===== config.mk =====
export PLATFORM = sky130hd
export DESIGN_NAME = limbus_cpu_oci_dtrace_packer
export DESIGN_NICKNAME = d
export VERILOG_FILES = /design/src/rtl/limbus_cpu_oci_pkg.sv /design/src/rtl/limbus_cpu_oci_dtrace_packer.sv
export SDC_FILE = /design/constraint.sdc
export NUM_CORES = 1
export LEC_CHECK = 0
export CORE_MARGIN = 2
export CORE_UTILIZATION = 51
export DETAILED_ROUTE_END_ITERATION = 6
export HOLD_SLACK_MARGIN = 0.06
export PLACE_DENSITY = 0.85
export SYNTH_ARGS = -nofsm -noshare
export SYNTH_HDL_FRONTEND = slang
export SYNTH_SLANG_ARGS = --single-unit
export TNS_END_PERCENT = 30

===== constraint.sdc =====
create_clock -name clk -period 5.4 [get_ports clk]
set_clock_uncertainty 0.05 [all_clocks]
set_input_delay 1.08 -clock clk [delete_from_list [all_inputs] [get_ports clk]]
set_output_delay 1.08 -clock clk [all_outputs]
set_load 0.005 [all_outputs]

===== src/rtl/limbus_cpu_oci_pkg.sv =====
// Shared constants and types for the limbus CPU OCI debug subsystem.
package limbus_cpu_oci_pkg;

  localparam int unsigned SYM_W     = 2;
  localparam int unsigned NUM_SYM   = 15;
  localparam int unsigned CNT_W     = 4;
  localparam int unsigned DCT_BUF_W = SYM_W * NUM_SYM;

  typedef enum logic [1:0] {
    FILL = 2'd0,
    EMIT = 2'd1,
    DONE = 2'd2
  } dtrace_state_t;

endpackage : limbus_cpu_oci_pkg


===== src/rtl/limbus_cpu_oci_dtrace_packer.sv =====
// Data-trace producer: packs 2-bit trace symbols into words for the trace sink
// and runs the end-of-test flush.
module limbus_cpu_oci_dtrace_packer #(
  parameter int unsigned SYM_W   = limbus_cpu_oci_pkg::SYM_W,
  parameter int unsigned NUM_SYM = limbus_cpu_oci_pkg::NUM_SYM,
  parameter int unsigned CNT_W   = limbus_cpu_oci_pkg::CNT_W
) (
  input  logic                     clk,
  input  logic                     reset_n,
  input  logic                     sym_valid,
  input  logic [SYM_W-1:0]         sym_data,
  output logic                     sym_ready,
  input  logic                     test_ending,
  output logic [SYM_W*NUM_SYM-1:0] dct_buffer,
  output logic [CNT_W-1:0]         dct_count,
  output logic                     word_valid,
  input  logic                     word_ready,
  output logic                     test_has_ended
);
  import limbus_cpu_oci_pkg::*;

  localparam int unsigned BUF_W = SYM_W * NUM_SYM;

  dtrace_state_t    state;
  logic             flush_pending;
  logic             accept;
  logic [CNT_W-1:0] count_nxt;

  // Only FILL takes symbols; this is a pure decode of the state register.
  assign sym_ready = (state == FILL);
  assign accept    = sym_valid & sym_ready;
  assign count_nxt = dct_count + CNT_W'(accept);

  always_ff @(posedge clk) begin
    if (!reset_n) begin
      state          <= FILL;
      dct_buffer     <= '0;
      dct_count      <= '0;
      flush_pending  <= 1'b0;
      word_valid     <= 1'b0;
      test_has_ended <= 1'b0;
    end else begin
      case (state)
        FILL: begin
          if (accept) begin
            dct_buffer <= {dct_buffer[BUF_W-SYM_W-1:0], sym_data};
            dct_count  <= count_nxt;
          end
          // A symbol accepted alongside test_ending is packed before the flush.
          if (test_ending) begin
            if (count_nxt != '0) begin
              state         <= EMIT;
              word_valid    <= 1'b1;
              flush_pending <= 1'b1;
            end else begin
              state          <= DONE;
              test_has_ended <= 1'b1;
            end
          end else if (accept && (count_nxt == CNT_W'(NUM_SYM))) begin
            state      <= EMIT;
            word_valid <= 1'b1;
          end
        end
        EMIT: begin
          if (word_ready) begin
            dct_buffer    <= '0;
            dct_count     <= '0;
            word_valid    <= 1'b0;
            flush_pending <= 1'b0;
            if (flush_pending || test_ending) begin
              state          <= DONE;
              test_has_ended <= 1'b1;
            end else begin
              state <= FILL;
            end
          end else if (test_ending) begin
            flush_pending <= 1'b1;
          end
        end
        DONE: begin
          word_valid     <= 1'b0;
          test_has_ended <= 1'b1;
        end
        default: begin
          state      <= FILL;
          word_valid <= 1'b0;
        end
      endcase
    end
  end

endmodule : limbus_cpu_oci_dtrace_packer


Word-level counts from Yosys, hierarchy flattened

Index checks and enable logic that the tools add are counted.

$add $sub $neg: 1
Equal/unequal tests: 12
Multiplexer cells: 26
Bitwise operators: 2
Reductions and logical operators: 11

Operators by type and width:

| kind                 | number |
|---|---|
| $mux W30             | 2 |
| $pmux W30 S2         | 1 |
| $mux W1              | 11 |
| $mux W2              | 5 |
| $reduce_and A3 Y1    | 3 |
| $mux W4              | 2 |
| $pmux W4 S2          | 1 |
| $ne A2 B1 Y1 const B | 3 |
| $ne A2 B2 Y1 const B | 3 |
| $pmux W2 S3          | 1 |
| $reduce_and A5 Y1    | 1 |
| $add A4 B1 Y4        | 1 |
| $eq A4 B4 Y1 const B | 1 |
| $pmux W1 S2          | 2 |
| $reduce_and A4 Y1    | 1 |
| $reduce_bool A4 Y1   | 1 |
| $ne A3 B1 Y1 const B | 1 |
| $ne A3 B2 Y1 const B | 1 |
| $ne A3 B3 Y1 const B | 1 |
| $pmux W1 S3          | 1 |
| $reduce_bool A3 Y1   | 1 |
| $eq A2 B1 Y1 const B | 1 |
| $eq A2 B2 Y1 const B | 1 |
| $logic_not A2 Y1     | 1 |
| 5 further kinds      | 5 |

Flip-flop bits (word level): 39
Input bits: 7
Output and inout port bits: 37
Word-level logic and storage cells: 58

Longest topological paths before layout

Depth after elaboration: 8
Depth in mapped cells: 12
Depth with buffers taken out: 9

Worst setup path before layout

Ideal clock, no wire load.

Path kind: input port to flip-flop
From: input port sym_valid
To: register state[1]
Library setup time: 0.059 ns
Arrival: 2.860 ns
Data required time: 5.291 ns
Setup slack: 2.431 ns
Cell stages on the path: 10
Buffers on the path: 2
Cell sequence: and2_1 -> buf_2 -> buf_6 -> ha_1 -> ha_1 -> and2b_2 -> o21ai_2 -> a2111oi_4 -> a2bb2oi_2 -> a22o_1

Word-level cells in the longest chain between the ends: 6
Elaborated cells between the ends (all ways): 10
Those cells by class: add/sub (1); eq/ne (2); mux (3); bitwise (1); reduce/logical (3)

Ends and longest elaborated chain:

| what                                                                     | line                                                                   | text |
|---|---|---|
| from (decl)                                                              | limbus_cpu_oci_dtrace_packer.sv:10                                     | `input logic sym_valid,` |
| $and A1 B1 Y1 (*)                                                        | limbus_cpu_oci_dtrace_packer.sv:31                                     | `assign accept = sym_valid & sym_ready;` |
| $add A4 B1 Y4                                                            | limbus_cpu_oci_dtrace_packer.sv:32                                     | `assign count_nxt = dct_count + CNT_W'(accept);` |
| $eq A4 B4 Y1 / $reduce_bool A4 Y1 (equally long branches)                | limbus_cpu_oci_dtrace_packer.sv:59, limbus_cpu_oci_dtrace_packer.sv:51 |  |
| $logic_and A1 B1 Y1 / $mux W2 (equally long branches)                    | limbus_cpu_oci_dtrace_packer.sv:59, limbus_cpu_oci_dtrace_packer.sv:51 |  |
| $ne A3 B1 Y1 (no source line) / $mux W2 (equally long branches)          | -                                                                      |  |
| $reduce_and A3 Y1 (no source line) / $pmux W2 S3 (equally long branches) | -                                                                      |  |
| to (signal assigned)                                                     | limbus_cpu_oci_dtrace_packer.sv:56                                     | `state <= DONE;` |
| to (signal assigned)                                                     | limbus_cpu_oci_dtrace_packer.sv:60                                     | `state <= EMIT;` |
| to (signal assigned)                                                     | limbus_cpu_oci_dtrace_packer.sv:71                                     | `state <= DONE;` |
| to (decl)                                                                | limbus_cpu_oci_dtrace_packer.sv:24                                     | `dtrace_state_t state;` |

Every way passes the cells marked *; elsewhere a longest branch is shown, timed or not.
A chain may end at the register's enable or synchronous reset.

Worst setup path in the final report

From: input port sym_valid
To: register word_valid

Word-level cells in the longest chain between the ends: 6
Elaborated cells between the ends (all ways): 8
Those cells by class: add/sub (1); eq/ne (3); bitwise (1); reduce/logical (3)

Ends and longest elaborated chain:

| what                                   | line                               | text |
|---|---|---|
| $and A1 B1 Y1 (*)                      | limbus_cpu_oci_dtrace_packer.sv:31 |  |
| $add A4 B1 Y4                          | limbus_cpu_oci_dtrace_packer.sv:32 |  |
| $eq A4 B4 Y1                           | limbus_cpu_oci_dtrace_packer.sv:59 | `end else if (accept && (count_nxt == CNT_W'(NUM_SYM))) begin` |
| $logic_and A1 B1 Y1                    | limbus_cpu_oci_dtrace_packer.sv:59 |  |
| $ne A3 B1 Y1 (no source line)          | -                                  |  |
| $reduce_and A3 Y1 (no source line) (*) | -                                  |  |
| to (signal assigned)                   | limbus_cpu_oci_dtrace_packer.sv:53 | `word_valid <= 1'b1;` |
| to (signal assigned)                   | limbus_cpu_oci_dtrace_packer.sv:61 | `word_valid <= 1'b1;` |
| to (signal assigned)                   | limbus_cpu_oci_dtrace_packer.sv:68 | `word_valid <= 1'b0;` |
| to (decl)                              | limbus_cpu_oci_dtrace_packer.sv:16 | `output logic word_valid,` |

Marks and branches as above.

==> metrics.csv <==
metric,value,unit
outcome,finished clean,
routedWlPerCell,14.6,um
rows,20,
power,796,uW
finalSetupTns,0,ns
worstMarginPinSlew,0.997,ns
routed_wl,3.59,mm
seq_area_frac_synth,47.8,%
grt_use_met1,25.4,%
synth_edf_count,0,
synth_cell_type_count,34,
relSlewSlack,33.5,%
cts_tree,done,
insertedDiodeCount,0,
p_leak,0.000714,uW
drcViolationCount,0,
placed_area,0.00205,mm2
cts.repair.resized,0,
track_usage,20.6,%
avgSynthCellArea,10.1,um2
grt_pass1_wl,5.66,mm
yosysTopAreaCell,dfxtp_1,
htree_levels,2,
place_hpwl,2.31,mm
vias_per_cell,5.58,
finalInstanceArea,0.00215,mm2
criticalPathCategory,input pin to flip-flop,
dieArea,0.00367,mm2
powerDensity,369,mW/mm2
synth_warnings,0,
clock_path_buffers,2,
num_vias,1366,
finalHoldViolations,0,
cp.arrival,3.63,ns
gp_congestion,0.936,
grt_max_degree,39,
synth_top_area_share,47.8,%
io_buffers,43,
gr-max-usage-layer,met2,
async_flop_share,0,%
cp.required,5.60,ns
num_io_pins,44,
hp-class,flip-flop to flip-flop,
critPathCaptureType,flip-flop,
setup_viol,0,
n_fill_cell,240,
startpoint_type,input pin,
grt_pass1_vias,1251,
drive_gt1_share,8.96,%
maxCapViolCount,0,
drt_iter0_drc,86,
ys_top_cells_by_area,"dfxtp_1 (48%), a22oi_1 (15%), nor2b_1 (14%)",
worstSkewPairLatency,0.35,ns
fin_cells,245,
dp_cells,237,
use_met2,32.3,%
synth_nets,171,
nNetsFinal,209,
cts_made_buffers,5,
clkTransAtPathRegs,0.12,ns
die_w,60.6,um
syn_to_final_growth,31.9,%
cts.sinks,39,
fin_crit_sh,63.6,%
core_area,0.00305,mm2
ant_nets,0,
final_core_util,70.6,%
syn-instance-count,162,
synth_common_cells,"dfxtp_1 (39), nor2b_1 (36), a22oi_1 (32), nand2_1 (7), buf_2 (5)",
die_y,60.6,um
fmax,291,MHz
dr.pass1.iters,4,
rsz0062_at_grt,no,
synthFlopType,dfxtp_1,
gr-total-overflow,0,
period_needed,3.43,ns
crit_path_max_fanout,36,
cts_setup_buffers,0,
use_met3,8.10,%
start_util,53.5,%
ir_drop,0.207,mV
drv_slew,0,
clockRootBuffer,clkbuf_4,
cts_hold_buf,0,
syn_area,0.00163,mm2
ys_ff_latch,39,
synth.most_common_cell,dfxtp_1,
antenna_found_initial,0,
[metrics by stage]
step	setup WS (ns)	hold WS [ns]
after floorplan	2.43	0.442
after CTS	1.99	0.489
after detailed placement	1.62	0.457
after global placement	1.77	0.457
after global routing	1.81	0.499
final	1.97	0.486
[report_power, final]
part           total (uW)  switching [uW]  internal [uW]
Combinational         214             119           95.4
Clock                 242            97.4            145
Sequential            340            29.1            311
Total                 796             245            551
[final timing paths]
path,from,end,slack (ns),cells past startpoint
worst max-delay path,sym_valid,word_valid,1.97,10
worst min-delay path,dct_count[2],dct_count[2],0.49,2
worst max register to register,state[1],word_valid,2.52,10
worst min register to register,dct_count[2],dct_count[2],0.49,2
[kinds of logic (layout without fill, tap and decap cells)]
family,Yosys count,in the layout,share of synthesized area [%]
AOI/OAI and AO/OA,50,50,25.0
xor gates and xnor gates,1,1,0.536
adders and majority gates,2,2,1.53
buffers and inverters,15,54,4.98
DFF,39,39,47.8
and+or+nand+nor,55,55,20.1
[placed cells by master (no fill, tap or decap), drive strengths merged, types with 3 or more instances in the layout]
| cell type | count |
|---|---|
| clkdlybuf4s50 | 43 |
| dfxtp | 39 |
| nor2b | 36 |
| a22oi | 32 |
| nand2 | 7 |
| clkbuf | 6 |
| o21ai | 4 |
| nand3 | 3 |
| a21boi | 3 |
[sequential cells by signal (all words and copies together) (netlist names)]
signal / flops
word_valid: 1
flush_pending: 1
dct_buffer: 30
test_has_ended: 1
state: 2
dct_count: 4
[layout make-up]
class                           instances  area, um2  area share (%)
Timing Repair Buffer                   44        438            20.3
Tap cell                               44       55.1            2.56
Inverter                                2       7.51           0.348
Clock inverter                          2       60.1            2.79
Multi-Input combinational cell        108        772            35.8
Clock buffer                            6       41.3            1.92
Sequential cell                        39        781            36.2
[per-layer routing]
metal / vias to the layer above / part of all wire, %
li1: 656 / -
met1: 649 / 42
met2: 52 / 49
met3: 9 / 7.6
met4: 0 / 1.4
met5: - / 0
[critical path: stages]
cell             delay [ns]
clkdlybuf4s50_1        0.51
and2_1                 0.15
buf_4                  0.33
ha_1                   0.31
ha_1                   0.22
and2b_2                0.24
nor4_2                 0.22
nand3_1                0.20
o41ai_1                0.29
nor2_1                 0.07
Note: power is estimated with default switching activity, not from simulation.
